File: src/rtl/systolic_array_feeder_if.sv
// Upstream handshakes into the systolic array feeder: weight rows and input vectors.
// The producer side uses the master modport, the feeder uses the slave modport.
interface systolic_array_feeder_if #(
    parameter int unsigned BitSize     = 8,
    parameter int unsigned M_W_BitSize = 8,
    parameter int unsigned NumOfInputs = 2,
    parameter int unsigned NumOfNerves = 3
);
    logic                               w_valid;
    logic                               w_ready;
    logic [NumOfNerves*M_W_BitSize-1:0] w_row;
    logic                               x_valid;
    logic                               x_ready;
    logic [NumOfInputs*BitSize-1:0]     x_vec;
    logic                               x_last;

    modport master (
        output w_valid, w_row, x_valid, x_vec, x_last,
        input  w_ready, x_ready
    );

    modport slave (
        input  w_valid, w_row, x_valid, x_vec, x_last,
        output w_ready, x_ready
    );
endinterface

File: src/rtl/systolic_array_feeder.sv
// Loads weight rows into a systolic array and streams input vectors into it.
// Each vector is diagonally skewed so that lane i reaches the array i cycles after lane 0.
module systolic_array_feeder #(
    parameter int unsigned BitSize     = 8,
    parameter int unsigned M_W_BitSize = 8,
    parameter int unsigned NumOfInputs = 2,
    parameter int unsigned NumOfNerves = 3
) (
    input  logic                               clk_i,
    input  logic                               res_i,
    systolic_array_feeder_if.slave             up_if,
    output logic [NumOfNerves*M_W_BitSize-1:0] sa_weights_o,
    output logic                               sa_en_l_b_o,
    output logic                               sa_in_valid_o,
    output logic                               sa_in_start_o,
    output logic [NumOfInputs*BitSize-1:0]     sa_in_data_o,
    output logic                               busy_o
);
    localparam int unsigned CntW        = $clog2(NumOfInputs + 1);
    localparam int unsigned FlushCycles = (NumOfInputs > 1) ? NumOfInputs - 1 : 1;
    localparam logic [CntW-1:0] LastRow   = CntW'(NumOfInputs - 1);
    localparam logic [CntW-1:0] FlushLast = CntW'(FlushCycles - 1);

    typedef enum logic [1:0] {StIdle, StLoadW, StStream, StFlush} state_e;

    state_e                             state_q;
    logic                               w_loaded_q;
    logic [CntW-1:0]                    cnt_q;
    logic [NumOfNerves*M_W_BitSize-1:0] weights_q;
    logic                               en_q;
    logic                               start_q;

    logic                               w_xfer;
    logic                               x_xfer;
    logic [NumOfInputs-1:0]             lane_valid;
    logic [NumOfInputs-1:0]             lane_any;

    // A pending weight row in IDLE masks x_ready so the weight always wins without a lost vector.
    assign up_if.w_ready = (state_q == StIdle) || (state_q == StLoadW);
    assign up_if.x_ready = (state_q == StStream) ||
                           ((state_q == StIdle) && w_loaded_q && !up_if.w_valid);

    assign w_xfer = up_if.w_valid && up_if.w_ready;
    assign x_xfer = up_if.x_valid && up_if.x_ready;

    always_ff @(posedge clk_i or posedge res_i) begin
        if (res_i) begin
            state_q    <= StIdle;
            w_loaded_q <= 1'b0;
            cnt_q      <= '0;
            weights_q  <= '0;
            en_q       <= 1'b0;
            start_q    <= 1'b0;
        end else begin
            en_q    <= w_xfer;
            start_q <= x_xfer && (state_q == StIdle);
            if (w_xfer) begin
                weights_q <= up_if.w_row;
            end
            unique case (state_q)
                StIdle: begin
                    if (w_xfer) begin
                        if (NumOfInputs == 1) begin
                            w_loaded_q <= 1'b1;
                        end else begin
                            state_q    <= StLoadW;
                            w_loaded_q <= 1'b0;
                            cnt_q      <= CntW'(1);
                        end
                    end else if (x_xfer) begin
                        // A single-vector batch skips STREAM and drains straight away.
                        if (!up_if.x_last) begin
                            state_q <= StStream;
                        end else if (NumOfInputs > 1) begin
                            state_q <= StFlush;
                            cnt_q   <= '0;
                        end
                    end
                end
                StLoadW: begin
                    if (w_xfer) begin
                        if (cnt_q == LastRow) begin
                            w_loaded_q <= 1'b1;
                            state_q    <= StIdle;
                        end else begin
                            cnt_q <= cnt_q + CntW'(1);
                        end
                    end
                end
                StStream: begin
                    if (x_xfer && up_if.x_last) begin
                        if (NumOfInputs == 1) begin
                            state_q <= StIdle;
                        end else begin
                            state_q <= StFlush;
                            cnt_q   <= '0;
                        end
                    end
                end
                StFlush: begin
                    if (cnt_q == FlushLast) begin
                        state_q <= StIdle;
                    end else begin
                        cnt_q <= cnt_q + CntW'(1);
                    end
                end
                default: state_q <= StIdle;
            endcase
        end
    end

    // Lane i owns i+1 stages: the common output register plus i skew stages.
    for (genvar i = 0; i < NumOfInputs; i++) begin : g_lane
        logic [BitSize-1:0] data_q [i+1];
        logic [i:0]         vld_q;

        always_ff @(posedge clk_i or posedge res_i) begin
            if (res_i) begin
                vld_q <= '0;
                for (int k = 0; k <= i; k++) begin
                    data_q[k] <= '0;
                end
            end else begin
                vld_q[0]  <= x_xfer;
                data_q[0] <= x_xfer ? up_if.x_vec[i*BitSize +: BitSize] : '0;
                for (int k = 1; k <= i; k++) begin
                    vld_q[k]  <= vld_q[k-1];
                    data_q[k] <= data_q[k-1];
                end
            end
        end

        assign sa_in_data_o[i*BitSize +: BitSize] = data_q[i];
        assign lane_valid[i]                      = vld_q[i];
        assign lane_any[i]                        = |vld_q;
    end

    assign sa_weights_o  = weights_q;
    assign sa_en_l_b_o   = en_q;
    assign sa_in_start_o = start_q;
    assign sa_in_valid_o = |lane_valid;
    assign busy_o        = (state_q != StIdle) || (|lane_any);
endmodule

File: src/flat_wrapper.sv
// flat-port wrapper written by rule: the top's interface ports become plain ports
module systolic_array_feeder_flat 
#(
    parameter int unsigned BitSize     = 8,
    parameter int unsigned M_W_BitSize = 8,
    parameter int unsigned NumOfInputs = 2,
    parameter int unsigned NumOfNerves = 3
)
  (clk_i, res_i, sa_weights_o, sa_en_l_b_o, sa_in_valid_o, sa_in_start_o, sa_in_data_o, busy_o, up_if_w_valid, up_if_w_row, up_if_x_valid, up_if_x_vec, up_if_x_last, up_if_w_ready, up_if_x_ready);
  systolic_array_feeder_if #(.BitSize(BitSize), .M_W_BitSize(M_W_BitSize), .NumOfInputs(NumOfInputs), .NumOfNerves(NumOfNerves)) up_if_i ();
  input  logic clk_i;
  input  logic res_i;
  output logic [NumOfNerves*M_W_BitSize-1:0] sa_weights_o;
  output logic sa_en_l_b_o;
  output logic sa_in_valid_o;
  output logic sa_in_start_o;
  output logic [NumOfInputs*BitSize-1:0] sa_in_data_o;
  output logic busy_o;
  input wire logic [$bits(up_if_i.w_valid)-1:0] up_if_w_valid;
  input wire logic [$bits(up_if_i.w_row)-1:0] up_if_w_row;
  input wire logic [$bits(up_if_i.x_valid)-1:0] up_if_x_valid;
  input wire logic [$bits(up_if_i.x_vec)-1:0] up_if_x_vec;
  input wire logic [$bits(up_if_i.x_last)-1:0] up_if_x_last;
  output wire logic [$bits(up_if_i.w_ready)-1:0] up_if_w_ready;
  output wire logic [$bits(up_if_i.x_ready)-1:0] up_if_x_ready;
  assign up_if_i.w_valid = up_if_w_valid;
  assign up_if_i.w_row = up_if_w_row;
  assign up_if_i.x_valid = up_if_x_valid;
  assign up_if_i.x_vec = up_if_x_vec;
  assign up_if_i.x_last = up_if_x_last;
  assign up_if_w_ready = up_if_i.w_ready;
  assign up_if_x_ready = up_if_i.x_ready;
  systolic_array_feeder #(.BitSize(BitSize), .M_W_BitSize(M_W_BitSize), .NumOfInputs(NumOfInputs), .NumOfNerves(NumOfNerves)) u_core (.clk_i(clk_i), .res_i(res_i), .up_if(up_if_i), .sa_weights_o(sa_weights_o), .sa_en_l_b_o(sa_en_l_b_o), .sa_in_valid_o(sa_in_valid_o), .sa_in_start_o(sa_in_start_o), .sa_in_data_o(sa_in_data_o), .busy_o(busy_o));
endmodule
File: config.mk
export PLATFORM = sky130hd
export DESIGN_NAME = systolic_array_feeder_flat
export DESIGN_NICKNAME = d
export VERILOG_FILES = /design/src/rtl/systolic_array_feeder_if.sv /design/src/rtl/systolic_array_feeder.sv /design/src/flat_wrapper.sv
export SDC_FILE = /design/constraint.sdc
export NUM_CORES = 1
export LEC_CHECK = 0
export ABC_AREA = 1
export CAP_MARGIN = 15
export CORE_MARGIN = 4
export CORE_UTILIZATION = 42
export CTS_BUF_LIST = sky130_fd_sc_hd__clkbuf_8 sky130_fd_sc_hd__clkbuf_16
export CTS_CLUSTER_SIZE = 8
export DETAILED_ROUTE_END_ITERATION = 8
export GPL_ROUTABILITY_DRIVEN = 0
export HOLD_SLACK_MARGIN = 0.15
export PLACE_DENSITY = 0.79
export SLEW_MARGIN = 20
export SYNTH_ARGS = -nofsm -noshare
export SYNTH_HDL_FRONTEND = slang
export SYNTH_SLANG_ARGS = --single-unit
File: constraint.sdc
create_clock -name clk_i -period 2.1 [get_ports clk_i]
set_input_delay 0.21 -clock clk_i [delete_from_list [all_inputs] [get_ports clk_i]]
set_output_delay 0.21 -clock clk_i [all_outputs]
set_load 0.01 [all_outputs]
==> results of run 1 <==
==> cell families (layout without fill, tap and decap cells) <==
group	after synthesis	in the layout	share of synthesized area, %
flops	57	57	64.2
simple gates	123	123	22.6
fa+ha+maj	2	2	1.13
compound gates	8	8	2.08
buf+inv	47	141	10.0
==> how the worst min path moves through the flow <==
stage / depth (start not counted) / end / slack, ns
CTS: 2 / u_core.sa_en_l_b_o / 0.25
global route: 2 / u_core.sa_weights_o[7] / 0.27
detailed placement: 0 / u_core.sa_in_data_o[10] / 0.33
finish: 2 / u_core.sa_weights_o[5] / 0.25
global placement: 0 / u_core.sa_in_data_o[11] / 0.33
floorplan: 2 / u_core.g_lane[0].data_q[0] / 0.32
==> registers in the layout, indices dropped and copies added, names as in the netlist <==
| name | count |
|---|---|
| u_core.sa_en_l_b_o | 1 |
| u_core.sa_weights_o | 24 |
| u_core.sa_in_start_o | 1 |
| u_core.g_lane.vld_q | 2 |
| u_core.cnt_q | 2 |
| u_core.g_lane.data_q | 16 |
| u_core.state_q | 2 |
| u_core.w_loaded_q | 1 |
| u_core.sa_in_data_o | 8 |
==> cell usage after synthesis <==
cell / instances
nand2_1: 90
dfrtp_1: 57
inv_1: 31
nor2_1: 19
buf_4: 8
nand4_1: 6
buf_2: 5
nor2_2: 3
o21ai_0: 3
a21oi_1: 2
ha_1: 2
inv_2: 2
nand3_1: 2
o22ai_1: 2
a21oi_2: 1
clkbuf_8: 1
nand2_2: 1
nand2_4: 1
nand3_2: 1
==> stage by stage <==
step                std cells  setup WS, ns  cell area, um2  util, %  total power [uW]
floorplan                 237         0.490            2220        -              2400
global placement          385         0.262            3140     61.5              3140
detailed placement        385         0.218            3140     61.5              3200
CTS                       401         0.162            3370     66.0              4360
global route              401         0.112            3370     66.0              4590
finish                    401         0.181            3370     66.0              4300
==> layout by cell type (no fill, tap or decap) <==
cell	count
a21oi_1	2
a21oi_2	1
buf_12	1
buf_4	1
bufinv_16	2
clkbuf_8	11
clkdlybuf4s50_1	90
clkinv_2	2
clkinvlp_4	1
dfrtp_1	57
ha_1	2
inv_1	30
inv_2	3
nand2_1	90
nand2_2	1
nand2_4	1
nand3_1	2
nand3_2	1
nand4_1	6
nor2_1	19
nor2_2	3
o21ai_0	3
o22ai_1	2
==> routing by layer <==
metal  global-route usage (%)  up-vias  wire length [um]
met5                        0        -                 0
met4                     7.60        0                44
met3                     5.10        6               424
met2                     27.2       66              2390
met1                     18.6      820              1960
li1                         -      875                 -
==> where the power goes <==
part | total (uW) | leakage (uW) | internal (uW) | switching (uW)
clock network | 1140 | 0.000115 | 728 | 409
registers | 1600 | 0.000740 | 1420 | 184
logic | 1560 | 0.000877 | 789 | 768
==> final cells by class <==
class,instances,area (um2)
Timing Repair Buffer,92,928
Sequential cell,57,1430
Inverter,33,124
Clock buffer,11,151
Tap cell,70,87.6
Fill cell,424,1740
Multi-Input combinational cell,133,574
Clock inverter,5,77.6
==> results.sh, run 1 <==
export IMPL_rsz0062_at_grt="false"
export IMPL_grt_pass1_wl_mm=7.85
export IMPL_outcome="finished, final reports clean"
export IMPL_syn_avg_cell_area_um2=9.38
export IMPL_syn_nets=284
export IMPL_hold_buffers=0
export IMPL_yosys_area_top_type="dfrtp_1"
export IMPL_grt_overflow=0
export IMPL_crit_cells=3
export IMPL_r2r_setup_slack_ns=0.63
export IMPL_post_cts_resized=0
export IMPL_dr_pass1_iters=4
export IMPL_tightest_slew_ns=0.513
export IMPL_nets=373
export IMPL_vias=1767
export IMPL_yosysUniqueCellTypes=19
export IMPL_antenna_cells=0
export IMPL_rr_worst_depth=7
export IMPL_die_w_um=80.8
export IMPL_synth_cells=237
export IMPL_timing_rr_start="u_core.state_q[0]"
export IMPL_timing_rr_end="u_core.cnt_q[1]"
export IMPL_post_route_drc_count=0
export IMPL_clkTransAtPathRegs_ns=0.06
export IMPL_cts_max_level=3
export IMPL_skew_ns=0.00763
export IMPL_wl_per_cell_um=12.0
export IMPL_synth_area_leaders="dfrtp_1, nand2_1, inv_1"
export IMPL_fin_hold_ws_ns=0.247
export IMPL_worstPathCellList="inv_2 > a21oi_2 > clkdlybuf4s50_1"
export IMPL_worstSetupPathType="reg -> out"
export IMPL_cts_sinks=57
export IMPL_ios=91
export IMPL_clock_path_buffers=2
export IMPL_drt_initial_drc_count=74
export IMPL_finalSetupViolCount=0
export IMPL_cts_root_buf="clkbuf_8"
export IMPL_netlist_area_leader_share_pct=64.2
export IMPL_ir_drop_mv=1.14
export IMPL_grt_max_degree=35
export IMPL_dieArea_um2=6520
export IMPL_period_share_pct=91.4
export IMPL_cp_start_kind="register"
export IMPL_start_util_pct=43.5
export IMPL_setup_tns_final_ns=0
export IMPL_place_hpwl_mm=3.63
export IMPL_power_per_cell_area_nw_per_um2=1280
export IMPL_die_h_um=80.8
export IMPL_critPathBufInv=2
export IMPL_hold_class="in -> async"
export IMPL_cp_top_family="buffers and inverters"
export IMPL_postRouteAntennaNets=0
export IMPL_cp_slowest_stage_delay_ns=0.57
export IMPL_grt_pass1_vias=1708
export IMPL_crit_start="u_core.state_q[1]"
export IMPL_grt_use_total_pct=16.1
export IMPL_drv_slew=0
export IMPL_crit_fanout=8
export IMPL_core_um2=5110
export IMPL_endpoint="up_if_x_ready"
export IMPL_relSlewSlack_pct=65.7
export IMPL_synth_seq_cells=57
export IMPL_synthesis_area_um2=2220
export IMPL_yosysSeqAreaShare_pct=64.2
export IMPL_totalWireLength_mm=4.82
export IMPL_cp_end_kind="output pin"
export IMPL_cts_tree="done"
export IMPL_drive_above_1_share_pct=8.46
export IMPL_clkLatencyLatePin_ns=0.32
export IMPL_drv_cap=0
export IMPL_antenna_found_initial=0
export IMPL_timing_fmax_mhz=521
export IMPL_slowest_stage="clkdlybuf4s50_1"
export IMPL_yosys_warnings=0
export IMPL_hold_viol=0
export IMPL_area_growth_pct=51.5
export IMPL_row_count=26
export IMPL_required_ns=1.89
export IMPL_portBuffers=90
export IMPL_arrival_ns=1.71
export IMPL_p_leak_uw=0.00173
export IMPL_cts_setup_buffers=0
export IMPL_via_per_inst=4.41
export IMPL_cts_buffers=9
export IMPL_period_needed_ns=1.92
No activity file was read; power rests on OpenSTA's default activity.
==> run 2, diff against run 1 <==
==> constraint.sdc (replaced) <==
create_clock -name clk_i -period 2.1 [get_ports clk_i]
set_input_delay 0.315 -clock clk_i [delete_from_list [all_inputs] [get_ports clk_i]]
set_output_delay 0.315 -clock clk_i [all_outputs]
set_load 0.01 [all_outputs]
==> run 2 against run 1 <==
Effect of this change:
- hold slack better by 0.091 ns
- global-route usage rose by 0.31 points
- combinational power barely moved
- die area unchanged
- critical path type is now in -> out
- highest routed layer unchanged
==> results.sh, run 2 (same netlist as run 1, synthesis figures left out) <==
export IMPL_timing_fmax_mhz=497
export IMPL_skew_ns=0.00714
export IMPL_largest_reg_flops=24
export IMPL_die_h_um=80.8
export IMPL_placed_cell_area_um2=3150
export IMPL_dieArea_um2=6520
export IMPL_worstSetupPathType="in -> out"
export IMPL_crit_fanout=4
export IMPL_final_cell_mix="nand2_1, clkdlybuf4s50_1, dfrtp_1"
export IMPL_clkTransAtPathRegs_ns=0.06
export IMPL_ios=91
export IMPL_post_route_drc_count=0
export IMPL_cp_start_kind="input port"
export IMPL_cts_tree="done"
export IMPL_antenna_found_initial=0
export IMPL_fin_hold_ws_ns=0.338
export IMPL_cts_buffers=9
export IMPL_dr_wl_met2_mm=2.34
export IMPL_rr_worst_depth=8
export IMPL_drive_above_1_share_pct=8.18
export IMPL_hold_class="in -> async"
export IMPL_grt_pass1_wl_mm=8.02
export IMPL_ir_drop_mv=0.708
export IMPL_dr_wl_met3_um=361
export IMPL_antenna_cells=0
export IMPL_vias=1777
export IMPL_p_leak_uw=0.00171
export IMPL_grt_max_degree=35
export IMPL_cts_root_buf="clkbuf_8"
export IMPL_cp_end_kind="output pin"
export IMPL_rsz0062_at_grt="false"
export IMPL_start_util_pct=43.5
export IMPL_tightest_slew_ns=0.501
export IMPL_fillers=440
export IMPL_row_count=26
export IMPL_drv_cap=0
export IMPL_portBuffers=90
export IMPL_post_cts_resized=0
export IMPL_arrival_ns=1.70
export IMPL_relSlewSlack_pct=66.6
export IMPL_wl_met1_mm=2.06
export IMPL_postRouteAntennaNets=0
export IMPL_finalSetupViolCount=0
export IMPL_clkLatencyLatePin_ns=0.32
export IMPL_outcome="finished, final reports clean"
export IMPL_cts_setup_buffers=0
export IMPL_r2r_setup_slack_ns=0.66
export IMPL_hold_viol=0
export IMPL_period_needed_ns=2.01
export IMPL_place_hpwl_mm=3.62
export IMPL_top_layer="met4"
export IMPL_timing_rr_start="u_core.state_q[1]"
export IMPL_area_growth_pct=49.2
export IMPL_cp_slowest_stage_delay_ns=0.56
export IMPL_dr_pass1_iters=5
export IMPL_clock_path_buffers=2
export IMPL_grt_pass1_vias=1773
export IMPL_crit_top_cell="clkdlybuf4s50_1"
export IMPL_required_ns=1.78
export IMPL_grt_overflow=0
export IMPL_final_cell_area_um2=3320
export IMPL_via_per_inst=4.44
export IMPL_cts_max_level=3
export IMPL_power_per_cell_area_nw_per_um2=1220
export IMPL_cts_sinks=57
export IMPL_setup_tns_final_ns=0
export IMPL_drv_slew=0
export IMPL_totalWireLength_mm=4.86
export IMPL_hold_buffers=0
export IMPL_timing_rr_end="u_core.state_q[0]"
export IMPL_grt_use_total_pct=16.4
export IMPL_core_um2=5110
export IMPL_wl_per_cell_um=12.1
export IMPL_slowest_stage="clkdlybuf4s50_1"
export IMPL_fin_util_pct=64.9
export IMPL_drt_initial_drc_count=72
export IMPL_period_share_pct=95.9
export IMPL_die_w_um=80.8
export IMPL_worstPathCellList="clkdlybuf4s50_1 > inv_1 > nand2_1 > a21oi_2 > clkdlybuf4s50_1"
export IMPL_nets=374
==> run 2: changes by cell type in the layout (fill, tap and decap cells not counted) <==
cell	change
buf_4	+1
bufinv_16	-2
==> run 2: how the worst max path moves through the flow <==
| stage | startpoint | depth (start not counted) | slack, ns | end |
|---|---|---|---|---|
| 2_1_floorplan | res_i | 1 | 0.39 | u_core.cnt_q[0] |
| 3_3_place_gp | up_if_w_valid | 5 | 0.12 | up_if_x_ready |
| 3_5_place_dp | up_if_w_valid | 5 | 0.08 | up_if_x_ready |
| 4_1_cts | up_if_w_valid | 5 | 0.08 | up_if_x_ready |
| 5_1_grt | up_if_w_valid | 5 | 0.01 | up_if_x_ready |
| 6_report | up_if_w_valid | 5 | 0.09 | up_if_x_ready |
==> run 2: cell type report <==
class | count | area (um2) | share of cell area, %
Timing Repair Buffer | 93 | 936 | 28.2
Clock buffer | 11 | 151 | 4.56
Clock inverter | 3 | 17.5 | 0.528
Tap cell | 70 | 87.6 | 2.64
Sequential cell | 57 | 1430 | 43.0
Inverter | 33 | 124 | 3.73
Multi-Input combinational cell | 133 | 574 | 17.3
==> run 2: layer usage <==
layer,GRT usage (%),vias to the layer above
met5,0,-
met4,7.60,0
met3,5.21,8
met2,27.4,65
met1,19.3,825
li1,-,879
==> run 2: power by group <==
group | switching [uW] | internal, uW | leakage [uW] | total [uW]
clock | 390 | 474 | 0.0000871 | 864
sequential | 185 | 1420 | 0.000740 | 1600
combinational | 769 | 801 | 0.000882 | 1570
==> run 2: per-stage QoR <==
stage / power (uW) / instances / setup WS (ns)
final: 4040 / 400 / 0.0860
after global routing: 4340 / 400 / 0.0128
after CTS: 4100 / 400 / 0.0793
after detailed placement: 3220 / 386 / 0.0759
after global placement: 3150 / 386 / 0.122
after floorplan: 2400 / 237 / 0.385
==> run 2: critical path: cells and delay by family <==
family	cells	cell delay, ns
buffers and inverters	3	1.16
AOI/OAI and AO/OA	1	0.14
and+or+nand+nor	1	0.09
